<file path="config.mk">
export PLATFORM = sky130hd
export DESIGN_NAME = zero_io_channels
export DESIGN_NICKNAME = d
export VERILOG_FILES = /design/src/rtl/zero_io_channels.sv
export SDC_FILE = /design/constraint.sdc
export NUM_CORES = 1
export LEC_CHECK = 0
export BUFFER_PORTS_ARGS = -buffer_cell sky130_fd_sc_hd__buf_2
export CAP_MARGIN = 30
export CORE_MARGIN = 5
export CORE_UTILIZATION = 30
export DETAILED_ROUTE_END_ITERATION = 8
export SLEW_MARGIN = 10
export SYNTH_ARGS = -nofsm -noshare
export SYNTH_HDL_FRONTEND = slang
export SYNTH_SLANG_ARGS = --single-unit
</file>
<file path="constraint.sdc">
create_clock -name clock -period 3.3 [get_ports clock]
set_clock_uncertainty 0.2 [all_clocks]
set_input_delay 0.165 -clock clock [delete_from_list [all_inputs] [get_ports clock]]
set_output_delay 0.165 -clock clock [all_outputs]
set_load 0.02 [all_outputs]
</file>
<file path="src/rtl/zero_io_channels.sv">
// zero_io_channels: per-channel I/O buffers for the zero-language VM.
//
// Each channel has an input FIFO (IN_DEPTH words) and an output ring
// (OUT_DEPTH words).
// - The host preloads input FIFOs through ld_*.
// - The VM reads them with in_size/in_req and writes output rings with out_req.
// - The host drains output rings through dr_*.
// - A push into a full ring overwrites its oldest word and sets the sticky
//   overflow bit for that channel.
//
// Ports:
//   clock, reset               single clock, async active-high reset
//   ld_valid/chan/data/ready   host load into an input FIFO
//   in_chan, in_size           VM channel select and FIFO occupancy (comb)
//   in_req -> in_valid/in_empty/in_data   VM pop, result one cycle later
//   out_req/chan/data          VM push into an output ring
//   dr_req/chan -> dr_valid/dr_data       host drain, one cycle later
//   out_count                  occupancy of ring dr_chan (comb)
//   overflow, underflow        sticky error flags
//
// Optional feature, macro ZERO_IO_EXPECT_CHECK_EN:
//   - Adds ports exp_valid/exp_chan/exp_data, success and checked.
//   - Each channel gets an expected-word FIFO, checked against every out_req.
module zero_io_channels #(
    parameter int WIDTH     = 12,
    parameter int CHANNELS  = 2,
    parameter int IN_DEPTH  = 8,
    parameter int OUT_DEPTH = 16,
    localparam int CW = (CHANNELS > 1) ? $clog2(CHANNELS) : 1,
    localparam int IW = $clog2(IN_DEPTH + 1),
    localparam int OW = $clog2(OUT_DEPTH + 1)
) (
    input  logic                clock,
    input  logic                reset,
    input  logic                ld_valid,
    input  logic [CW-1:0]       ld_chan,
    input  logic [WIDTH-1:0]    ld_data,
    output logic                ld_ready,
    input  logic [CW-1:0]       in_chan,
    output logic [IW-1:0]       in_size,
    input  logic                in_req,
    output logic                in_valid,
    output logic                in_empty,
    output logic [WIDTH-1:0]    in_data,
    input  logic                out_req,
    input  logic [CW-1:0]       out_chan,
    input  logic [WIDTH-1:0]    out_data,
    input  logic                dr_req,
    input  logic [CW-1:0]       dr_chan,
    output logic                dr_valid,
    output logic [WIDTH-1:0]    dr_data,
    output logic [OW-1:0]       out_count,
    output logic [CHANNELS-1:0] overflow,
    output logic                underflow
`ifdef ZERO_IO_EXPECT_CHECK_EN
    ,
    input  logic                exp_valid,
    input  logic [CW-1:0]       exp_chan,
    input  logic [WIDTH-1:0]    exp_data,
    output logic                success,
    output logic [15:0]         checked
`endif
);
    localparam int IPW = (IN_DEPTH > 1) ? $clog2(IN_DEPTH) : 1;
    localparam int OPW = (OUT_DEPTH > 1) ? $clog2(OUT_DEPTH) : 1;

    // Buffer RAMs carry no reset; only pointers and counts are cleared.
    logic [WIDTH-1:0] in_mem  [CHANNELS][IN_DEPTH];
    logic [WIDTH-1:0] out_mem [CHANNELS][OUT_DEPTH];

    logic [CHANNELS-1:0][IPW-1:0] in_rd_q, in_rd_d, in_wr_q, in_wr_d;
    logic [CHANNELS-1:0][IW-1:0]  in_cnt_q, in_cnt_d;
    logic [CHANNELS-1:0][OPW-1:0] out_rd_q, out_rd_d, out_wr_q, out_wr_d;
    logic [CHANNELS-1:0][OW-1:0]  out_cnt_q, out_cnt_d;

    logic             in_valid_q, in_valid_d, in_empty_q, in_empty_d;
    logic [WIDTH-1:0] in_data_q, in_data_d, dr_data_q, dr_data_d;
    logic             dr_valid_q, dr_valid_d, underflow_q, underflow_d;
    logic [CHANNELS-1:0] overflow_q, overflow_d;

    // Per-channel strobes. Channel indices with no matching channel never hit,
    // so out-of-range requests fall out naturally.
    logic [CHANNELS-1:0] ld_we, pop_hit, pop_ok, dr_ok, push_hit, ovw;

    assign in_valid  = in_valid_q;
    assign in_empty  = in_empty_q;
    assign in_data   = in_data_q;
    assign dr_valid  = dr_valid_q;
    assign dr_data   = dr_data_q;
    assign overflow  = overflow_q;
    assign underflow = underflow_q;

    always_comb begin
        ld_ready  = 1'b0;
        in_size   = '0;
        out_count = '0;
        for (int c = 0; c < CHANNELS; c++) begin
            if (ld_chan == CW'(c)) ld_ready = (in_cnt_q[c] != IW'(IN_DEPTH));
            if (in_chan == CW'(c)) in_size = in_cnt_q[c];
            if (dr_chan == CW'(c)) out_count = out_cnt_q[c];
        end
    end

    always_comb begin
        in_rd_d     = in_rd_q;
        in_wr_d     = in_wr_q;
        in_cnt_d    = in_cnt_q;
        out_rd_d    = out_rd_q;
        out_wr_d    = out_wr_q;
        out_cnt_d   = out_cnt_q;
        in_valid_d  = 1'b0;
        in_empty_d  = 1'b0;
        in_data_d   = in_data_q;
        dr_valid_d  = 1'b0;
        dr_data_d   = dr_data_q;
        ld_we       = '0;
        pop_hit     = '0;
        pop_ok      = '0;
        dr_ok       = '0;
        push_hit    = '0;
        ovw         = '0;
        for (int c = 0; c < CHANNELS; c++) begin
            ld_we[c]    = ld_valid && (ld_chan == CW'(c)) && (in_cnt_q[c] != IW'(IN_DEPTH));
            pop_hit[c]  = in_req && (in_chan == CW'(c));
            pop_ok[c]   = pop_hit[c] && (in_cnt_q[c] != '0);
            dr_ok[c]    = dr_req && (dr_chan == CW'(c)) && (out_cnt_q[c] != '0);
            push_hit[c] = out_req && (out_chan == CW'(c));
            // A same-cycle drain frees the slot, so only overwrite if no drain.
            ovw[c]      = push_hit[c] && !dr_ok[c] && (out_cnt_q[c] == OW'(OUT_DEPTH));

            if (pop_hit[c]) begin
                in_valid_d = 1'b1;
                in_empty_d = !pop_ok[c];
            end
            if (pop_ok[c]) begin
                in_data_d  = in_mem[c][in_rd_q[c]];
                in_rd_d[c] = in_rd_q[c] + IPW'(1);
            end
            if (ld_we[c]) in_wr_d[c] = in_wr_q[c] + IPW'(1);
            if (ld_we[c] && !pop_ok[c])      in_cnt_d[c] = in_cnt_q[c] + IW'(1);
            else if (!ld_we[c] && pop_ok[c]) in_cnt_d[c] = in_cnt_q[c] - IW'(1);

            if (dr_ok[c]) begin
                dr_valid_d = 1'b1;
                dr_data_d  = out_mem[c][out_rd_q[c]];
            end
            if (dr_ok[c] || ovw[c]) out_rd_d[c] = out_rd_q[c] + OPW'(1);
            if (push_hit[c]) out_wr_d[c] = out_wr_q[c] + OPW'(1);
            if (push_hit[c] && !ovw[c] && !dr_ok[c])  out_cnt_d[c] = out_cnt_q[c] + OW'(1);
            else if (!push_hit[c] && dr_ok[c])        out_cnt_d[c] = out_cnt_q[c] - OW'(1);
        end
        underflow_d = underflow_q | (|(pop_hit & ~pop_ok));
        overflow_d  = overflow_q | ovw;
    end

    always_ff @(posedge clock) begin
        for (int c = 0; c < CHANNELS; c++) begin
            if (ld_we[c])    in_mem[c][in_wr_q[c]]   <= ld_data;
            if (push_hit[c]) out_mem[c][out_wr_q[c]] <= out_data;
        end
    end

    always_ff @(posedge clock or posedge reset) begin
        if (reset) begin
            in_rd_q     <= '0;
            in_wr_q     <= '0;
            in_cnt_q    <= '0;
            out_rd_q    <= '0;
            out_wr_q    <= '0;
            out_cnt_q   <= '0;
            in_valid_q  <= 1'b0;
            in_empty_q  <= 1'b0;
            in_data_q   <= '0;
            dr_valid_q  <= 1'b0;
            dr_data_q   <= '0;
            overflow_q  <= '0;
            underflow_q <= 1'b0;
        end else begin
            in_rd_q     <= in_rd_d;
            in_wr_q     <= in_wr_d;
            in_cnt_q    <= in_cnt_d;
            out_rd_q    <= out_rd_d;
            out_wr_q    <= out_wr_d;
            out_cnt_q   <= out_cnt_d;
            in_valid_q  <= in_valid_d;
            in_empty_q  <= in_empty_d;
            in_data_q   <= in_data_d;
            dr_valid_q  <= dr_valid_d;
            dr_data_q   <= dr_data_d;
            overflow_q  <= overflow_d;
            underflow_q <= underflow_d;
        end
    end

`ifdef ZERO_IO_EXPECT_CHECK_EN
    logic [WIDTH-1:0] exp_mem [CHANNELS][OUT_DEPTH];
    logic [CHANNELS-1:0][OPW-1:0] exp_rd_q, exp_rd_d, exp_wr_q, exp_wr_d;
    logic [CHANNELS-1:0][OW-1:0]  exp_cnt_q, exp_cnt_d;
    logic [CHANNELS-1:0]          exp_we, exp_pop;
    logic                         success_q, success_d;
    logic [15:0]                  checked_q, checked_d;

    assign success = success_q;
    assign checked = checked_q;

    always_comb begin
        exp_rd_d  = exp_rd_q;
        exp_wr_d  = exp_wr_q;
        exp_cnt_d = exp_cnt_q;
        success_d = success_q;
        checked_d = checked_q;
        exp_we    = '0;
        exp_pop   = '0;
        for (int c = 0; c < CHANNELS; c++) begin
            exp_we[c]  = exp_valid && (exp_chan == CW'(c)) && (exp_cnt_q[c] != OW'(OUT_DEPTH));
            exp_pop[c] = push_hit[c] && (exp_cnt_q[c] != '0);
            // A push with nothing expected counts as a failure but not as a check.
            if (push_hit[c] && (!exp_pop[c] || (exp_mem[c][exp_rd_q[c]] != out_data)))
                success_d = 1'b0;
            if (exp_pop[c] && (checked_q != 16'hFFFF)) checked_d = checked_q + 16'd1;
            if (exp_pop[c]) exp_rd_d[c] = exp_rd_q[c] + OPW'(1);
            if (exp_we[c])  exp_wr_d[c] = exp_wr_q[c] + OPW'(1);
            if (exp_we[c] && !exp_pop[c])      exp_cnt_d[c] = exp_cnt_q[c] + OW'(1);
            else if (!exp_we[c] && exp_pop[c]) exp_cnt_d[c] = exp_cnt_q[c] - OW'(1);
        end
    end

    always_ff @(posedge clock) begin
        for (int c = 0; c < CHANNELS; c++)
            if (exp_we[c]) exp_mem[c][exp_wr_q[c]] <= exp_data;
    end

    always_ff @(posedge clock or posedge reset) begin
        if (reset) begin
            exp_rd_q  <= '0;
            exp_wr_q  <= '0;
            exp_cnt_q <= '0;
            success_q <= 1'b1;
            checked_q <= '0;
        end else begin
            exp_rd_q  <= exp_rd_d;
            exp_wr_q  <= exp_wr_d;
            exp_cnt_q <= exp_cnt_d;
            success_q <= success_d;
            checked_q <= checked_d;
        end
    end
`endif

endmodule

</file>
==> impl_results.md, run 1 <==
- PD cells: 822 mW/mm^2
- Worst setup SP type: register
- Final setup fails: 0
- Met1 Use GR: 16.9%
- Worst Setup Path Type: register to register
- Net switching power: 0.00764 W
- Wire per inst: 21.5 microns
- Number of port buffers: 73
- Die height: 303 microns
- Global routing usage on met2: 20.9%
- Seq/Total Area, Yosys: 74.6%
- TritonRoute pass-1 iters: 5
- DR vias: 12702
- Placer Congestion: 0.817
- R2R cell count: 10
- Iteration-0 DRC Markers: 1013
- Clock Tree Root: clkbuf_16
- Final wirelength: 57400 microns
- Worst setup path endpoint: out_cnt_q[9]$_DFFE_PP0P_
- Placeable Area: 0.0851 sq mm
- Pin count of the biggest net entering global routing: 51
- Synth Net Count: 1337
- Die span in x: 303 microns
- Detailed placement HPWL: 34800 microns
- Tcrit/Tclk final: 93.6%
- RSZ-0062 raised after global routing: no
- Worst flop-to-flop path endpoint: out_cnt_q[9]$_DFFE_PP0P_
- Slowest-stage cell, CP: dlygate4sd3_1
- H-tree depth: 3
- Worst path bufs/invs: 1
- Yosys warns: 0
- Hold wc startpoint: in_req
- Initial antenna violation count: 3
- Area grow syn2layout: 18.7%
- Num rows: 107
- NumNets Final: 1532
- Syn Area/Cell: 20.3 sq um
- Worst hold slack: 0.0916 ns
- CP cell instances: nor4_4, and2b_2, o21ai_2, ha_1, nor2b_1, o21ai_0, nand2b_1, o211ai_1, o211ai_1, dlygate4sd3_1
- Fill cell count: 7880
- Synth Register Bits: 652
- Max Slew Vio Count: 0
- Critical Path Start: out_cnt_q[7]$_DFFE_PP0P_
- Hold Fails Final Rpt: 0
- Worst Path Arrival: 3.36 ns
- Post-route ant nets: 0
- Clk slew on worst S/H paths: 0.06 ns
- CTS Buffer Depth: 3
- DR DRC count: 0
- Crit-path most repeated cell: o211ai_1
- Reg2Reg Launch Point: out_cnt_q[7]$_DFFE_PP0P_
- Vias per cell: 4.77
- Hold crit path type: primary input to register
- Int Pwr: 0.0175 W
- Clock latency on the worst-skew pair: 0.60 ns
- Synthesized area: 0.0257 sq mm
- Slew headroom: 40.0%
- Yosys cell types: 50
- CTS Sinks: 652
- Final global-route overflow total: 0
- CP peak stage delay: 0.56 ns
- Comb pwr share: 27.0%
- Layout cell share with drive strength beyond 1: 28.7%
- Setup TNS: 0 ns
- Tot GR Track Use: 12.5%
- Die area: 0.0918 sq mm
- Initial core utilization: 30.2%
- CTS Buf Count: 69
- CTS tree: built
- Reg-to-reg slack, setup: 0.21 ns
- VDD IR max: 0.550 mV
- Status: completed
- Switch share: 30.4%
- Stages on worst setup path: 10
- # IOs: 74
- Critical path required time: 3.57 ns
- F_max: 324 MHz
- Sequential Power Share: 43.2%
- Clock share of power: 29.8%
- Pre-CTS WS: 0.513 ns
- Number of global-route vias before repair: 13302
- GR Util met3: 2.59%
- CP delay by family, top: simple AND/OR/NAND/NOR gates
- Tmin final: 3.09 ns
- Leak: 10.2 nW
- Busiest grt layer: met2
- Max_cap viols: 0
- Post-Synthesis Cells: 1271
- First-pass GRT wire length: 86600 microns
- Worst setup margin: 0.210 ns
- CP max FO: 6
- Slew at the pin closest to its max-slew limit: 0.900 ns
- CP endpoint kind: register
synthesized netlist by cell type (all sizes together):
cell	count	share of area (%)
a211o	12	0.41
a21o	2	0.058
a21oi	23	0.46
a22oi	36	1.0
a311oi	1	0.034
a31oi	1	0.024
a41o	2	0.078
and2	4	0.11
and2b	1	0.029
and3	1	0.024
and3b	2	0.068
buf	30	0.56
clkbuf	36	0.52
dfrtp	76	7.4
edfxtp	576	67
fa	4	0.31
ha	28	1.4
inv	16	0.23
mux2	19	0.85
mux2i	50	1.9
mux4	144	13
nand2	36	0.52
nand2b	15	0.36
nand3	6	0.14
nand4	4	0.097
nor2	41	0.60
nor2b	7	0.17
nor3	15	0.29
nor3b	1	0.029
nor4	2	0.11
o211ai	4	0.12
o21a	12	0.35
o21ai	13	0.30
o22ai	12	0.29
o311ai	1	0.034
or2	1	0.024
or3	1	0.024
or3b	1	0.034
or4	1	0.044
xnor2	23	0.78
xor2	11	0.37
worst reg2reg max path: cells and delay by family (launching register included):
kind            cells  cell delay [ns]
flops               1             0.46
simple gates        4             0.92
fa+ha+maj           1             0.30
compound gates      4             0.54
buf+inv             1             0.56
layer usage:
metal  share of wire, %  vias to the layer above
met1                 44                     6752
met4                2.1                        2
met3                5.0                       81
met5              0.023                        -
li1                   -                     5556
met2                 49                      311
stage by stage:
| step | std cells | util [%] | instance area (sq um) | power [W] |
|---|---|---|---|---|
| 2_1_floorplan | 1271 | - | 25700 | 0.0155 |
| 3_3_place_gp | 2498 | 32.8 | 27900 | 0.0177 |
| 3_5_place_dp | 2498 | 32.8 | 27900 | 0.0179 |
| 4_1_cts | 2659 | 35.8 | 30500 | 0.0255 |
| 5_1_grt | 2664 | 35.9 | 30500 | 0.0264 |
| 6_report | 2665 | 35.9 | 30500 | 0.0251 |
worst min path at each step:
stage / endpoint / slack (ns) / cells past startpoint
2_1_floorplan: in_valid$_DFF_PP0_ / 0.06 / 1
3_3_place_gp: in_valid$_DFF_PP0_ / 0.14 / 1
3_5_place_dp: in_valid$_DFF_PP0_ / 0.14 / 1
4_1_cts: in_valid$_DFF_PP0_ / 0.03 / 2
5_1_grt: in_valid$_DFF_PP0_ / 0.09 / 2
6_report: in_valid$_DFF_PP0_ / 0.09 / 2
state kept, by name (all words and copies together), names as in the netlist, 2 cells and up:
| signal | flops |
|---|---|
| out_mem | 384 |
| in_mem | 192 |
| dr_data | 12 |
| in_data | 12 |
| out_cnt_q | 10 |
| in_cnt_q | 8 |
| out_rd_q | 8 |
| out_wr_q | 8 |
| in_rd_q | 6 |
| in_wr_q | 6 |
| overflow | 2 |
cells by family after synthesis:
group | Yosys count | share of synthesized area (%)
flops | 652 | 74.6
buf+inv | 82 | 1.32
fa+ha+maj | 32 | 1.67
xor+xnor | 34 | 1.16
compound gates | 119 | 3.20
simple gates | 139 | 2.67
mux | 213 | 15.4
area by class of cell:
| cell class | instances | area (sq um) | area share (%) |
|---|---|---|---|
| tap | 1144 | 1430 | 4.69 |
| multi-input combinational | 537 | 6240 | 20.4 |
| timing repair buffer | 190 | 1400 | 4.59 |
| clock buffer | 85 | 1830 | 5.98 |
| inverter | 16 | 62.6 | 0.205 |
| sequential | 652 | 19200 | 62.9 |
| clock inverter | 39 | 377 | 1.23 |
| antenna | 2 | 5.00 | 0.0164 |
cells in the final DEF, fill, tap and decap left out, types with 5 or more instances in the layout:
cell and count:
buf_2 73, o21a_1 12, nor3_2 6, o22ai_1 12
inv_1 15, nor2_1 41, xnor2_1 23, nor2b_1 7
a22oi_1 36, buf_12 5, mux2_2 18, clkbuf_1 12
nand2_1 36, dlygate4sd3_1 38, o21ai_0 10, xor2_1 11
nor3_1 9, a211o_1 12, clkinv_1 12, buf_4 74
mux2i_1 50, edfxtp_1 576, clkbuf_16 69, dfrtp_1 71
nand2b_1 15, mux4_2 144, nand3_1 5, a21oi_1 22
clkinv_2 13, ha_1 28
what timing repair did:
action	4_1_cts	5_1_grt
setup endpoints to repair	0	1
gates resized for setup	0	2
endpoints found under the hold margin	666	22
setup buffers	0	2
hold buffers	37	1
power by group through the flow:
stage	Sequential (W)	Clock, W	Combinational [W]
after CTS	0.0109	0.00770	0.00690
after floorplan	0.0106	0	0.00490
after global routing	0.0110	0.00803	0.00736
after detailed placement	0.0110	0	0.00683
final	0.0108	0.00749	0.00678
after global placement	0.0110	0	0.00672
Power figures use the tool's default switching activity.
==> inputs of run 2 (changes only) <==
--- a/config.mk
+++ b/config.mk
@@ -5,6 +5,7 @@
 export SDC_FILE = /design/constraint.sdc
 export NUM_CORES = 1
 export LEC_CHECK = 0
+export ABC_AREA = 1
 export BUFFER_PORTS_ARGS = -buffer_cell sky130_fd_sc_hd__buf_2
 export CAP_MARGIN = 30
 export CORE_MARGIN = 5
==> run 2 against run 1 <==
  * Final cell count increased by 40%
  * Worst hold slack lost 0.017 ns
  * Core utilization shrank 0.45 points
  * Via count increased by 38%
  * Largest cell class unchanged
  * Combinational power up 24%
  * Total power grew 6.9%
  * Synthesized cell count rose by 86%
  * Critical path type unchanged
  * Critical endpoint is now in_cnt_q[3]$_DFFE_PP0P_
  * Area after synthesis grew 5.1%
  * Non-clock buffer count is 1 lower
==> impl_results.md, run 2 <==
- Fill cell count: 8731 (+11%)
- Max Slew Vio Count: 0 (unchanged)
- CP max FO: 5 (-1)
- Iteration-0 DRC Markers: 1444 (+43%)
- Stages on worst setup path: 13 (+3)
- Synth Register Bits: 652 (unchanged)
- TritonRoute pass-1 iters: 5 (unchanged)
- Finished Layout Cells: 3737 (+40%)
- Slew at the pin closest to its max-slew limit: 0.805 ns (-0.0944 ns)
- CTS tree: built
- Post-synth ARST share: 11.7% (unchanged)
- Final wirelength: 65400 microns (+14%)
- Worst setup SP type: register
- F_max: 337 MHz (+4.1%)
- Slew headroom: 46.3% (+6.3 points)
- Yosys warns: 0 (unchanged)
- Worst Path Arrival: 3.30 ns (-0.06 ns)
- Tcrit/Tclk final: 89.9% (-3.7 points)
- Post-synth EDFFs: 576 (unchanged)
- Worst setup margin: 0.333 ns (+0.123 ns)
- CTS Sinks: 652 (unchanged)
- First-pass GRT wire length: 100000 microns (+16%)
- Final global-route overflow total: 0 (unchanged)
- Net switching power: 0.00964 W (+26%)
- Max reg flops: 384 (unchanged)
- Area grow syn2layout: 17.5%
- Number of port buffers: 73 (unchanged)
- Die span in x: 310 microns (+2.4%)
- CP peak stage delay: 0.59 ns (+0.03 ns)
- Synth Net Count: 2425 (+81%)
- CP delay by family, top: buffers and inverters
- Commonest cells after routing, fill and taps aside: edfxtp_1 (576), nand2_1 (475), nor2_1 (378)
- Int Pwr: 0.0172 W (-1.5%)
- Sequential Power Share: 38.8% (-4.4 points)
- RSZ-0062 raised after global routing: no
- NumNets Final: 2573 (+68%)
- Die area: 0.0963 sq mm (+5.0%)
- Hold crit path type: primary input to register
- Initial antenna violation count: 2 (-1)
- Number of global-route vias before repair: 17131 (+29%)
- DR DRC count: 0 (unchanged)
- DR vias: 17497 (+38%)
- Worst path bufs/invs: 3 (+2)
- Initial core utilization: 30.2% (-0.077 points)
- Critical path required time: 3.63 ns (+0.06 ns)
- R2R cell count: 13 (+3)
- Core utilization of the finished layout: 35.4% (-0.45 points)
- Slowest-stage cell, CP: dlygate4sd3_1
- Cell taking the most area after synthesis: edfxtp_1
- Post-route ant nets: 0 (unchanged)
- Clock Tree Root: clkbuf_16
- H-tree depth: 3 (unchanged)
- Cell with the most instances after synthesis: edfxtp_1
- Hold Fails Final Rpt: 0 (unchanged)
- Clock latency on the worst-skew pair: 0.61 ns (about the same)
- Commonest non-fill, non-tap cell in the layout: edfxtp_1
- Die height: 310 microns (+2.4%)
- CTS Buffer Depth: 3 (unchanged)
- Wire per inst: 17.5 microns (-19%)
- Synthesized area: 0.0271 sq mm (+5.1%)
- Status: completed
- Setup TNS: 0 ns (unchanged)
- Top_reg_cell synth: edfxtp_1
- Dpl cells: 3574 (+43%)
- WHS Path Cells: 2 (unchanged)
- Detailed placement HPWL: 38400 microns (+10%)
- CP endpoint kind: register
- Placeable Area: 0.0897 sq mm (+5.4%)
- Worst hold slack: 0.0744 ns (-0.0173 ns)
- CP cell instances: nor2_1, nand3_1, nand3_1, dlygate4sd3_1, inv_1, ha_1, inv_1, ha_1, a21o_1, a21oi_1, xor2_1, nand2_1, o21ai_0
- Clock share of power: 29.9% (about the same)
- Clk slew on worst S/H paths: 0.06 ns (about the same)
- # IOs: 74 (unchanged)
- Post-CTS sizing: 0 (unchanged)
- Comb pwr share: 31.3% (+4.3 points)
- Pre-CTS WS: 0.803 ns (+0.290 ns)
- Yosys cell types: 29 (-42%)
- Seq/Total Area, Yosys: 70.9% (-3.6 points)
- Num rows: 110 (+2.8%)
- Placer Congestion: 0.781 (-4.4%)
- CTS Buf Count: 70 (+1.4%)
- Pin count of the biggest net entering global routing: 126 (+150%)
- Switch share: 35.9% (+5.5 points)
- VDD IR max: 0.445 mV (-19%)
- Post-Synthesis Cells: 2359 (+86%)
- PD cells: 844 mW/mm^2 (+2.7%)
- Layout cell share with drive strength beyond 1: 10.5% (-18 points)
- Top cell type's share of synthesized area: 63.9% (-3.3 points)
- Syn Area/Cell: 11.5 sq um (-43%)
- Final setup fails: 0 (unchanged)
- Tot GR Track Use: 13.3% (+0.79 points)
- Vias per cell: 4.68 (-1.8%)
- Tmin final: 2.97 ns (-0.123 ns)
- Worst Setup Path Type: register to register
- Leak: 11.9 nW (+16%)
- Most common library cells after synthesis: edfxtp_1 (576), nand2_1 (475), nor2_1 (378)
- Largest cells by area after synthesis: edfxtp_1 (64%), dfrtp_1 (7.0%), nand2_1 (6.6%), nor2_1 (5.2%), o21ai_0 (4.0%)
- Max_cap viols: 0 (unchanged)
## run 2: final timing paths
check	startpoint	end	slack [ns]
max in group asynchronous	reset	in_rd_q[5]$_DFFE_PP0P_	1.72
min reg2reg	overflow[0]$_DFF_PP0_	overflow[0]$_DFF_PP0_	0.26
min in group asynchronous	reset	out_rd_q[6]$_DFFE_PP0P_	0.55
max reg2reg	in_cnt_q[0]$_DFFE_PP0P_	in_cnt_q[3]$_DFFE_PP0P_	0.33
max	in_cnt_q[0]$_DFFE_PP0P_	in_cnt_q[3]$_DFFE_PP0P_	0.33
min	in_req	in_valid$_DFF_PP0_	0.07
## run 2: kinds of logic after synthesis
group / synth area share, %
xor+xnor: 0.906
flops: 70.9
buf+inv: 4.00
simple gates: 15.6
fa+ha+maj: 1.59
compound gates: 6.91
## run 2: timing repair
action | in CTS | in global routing
endpoints found under the setup margin | 0 | 0
endpoints found under the hold margin | 680 | 0
hold buffers | 37 | 0
setup buffers | 0 | 0
## run 2: final cells by class
cell class                 instances  area [sq um]  area share (%)
tap                             1176          1470            4.63
multi-input combinational       1451          6780            21.3
clock buffer                      86          1840            5.79
timing repair buffer             189          1420            4.48
sequential                       652         19200            60.4
inverter                         143           539            1.70
clock inverter                    39           528            1.66
antenna                            1          2.50         0.00787
## run 2: per-layer routing
metal	track usage, %	up-vias	wire [microns]
li1	-	8427	-
met1	18.5	8560	29500
met2	21.7	411	31000
met3	2.26	97	3420
met4	3.99	2	1400
met5	0	-	13
## run 2: power by group through the flow
stage	Clock [W]	Sequential (W)	Combinational [W]
2_1_floorplan	0	0.0106	0.00563
3_3_place_gp	0	0.0105	0.00831
3_5_place_dp	0	0.0106	0.00841
4_1_cts	0.00822	0.0104	0.00848
5_1_grt	0.00856	0.0105	0.00944
6_report	0.00804	0.0104	0.00840
## run 2: metrics by stage
step                instance area [sq um]  total power, W
floorplan                           27100          0.0162
global placement                    29000          0.0189
detailed placement                  29000          0.0190
CTS                                 31800          0.0271
global route                        31800          0.0285
finish                              31800          0.0268
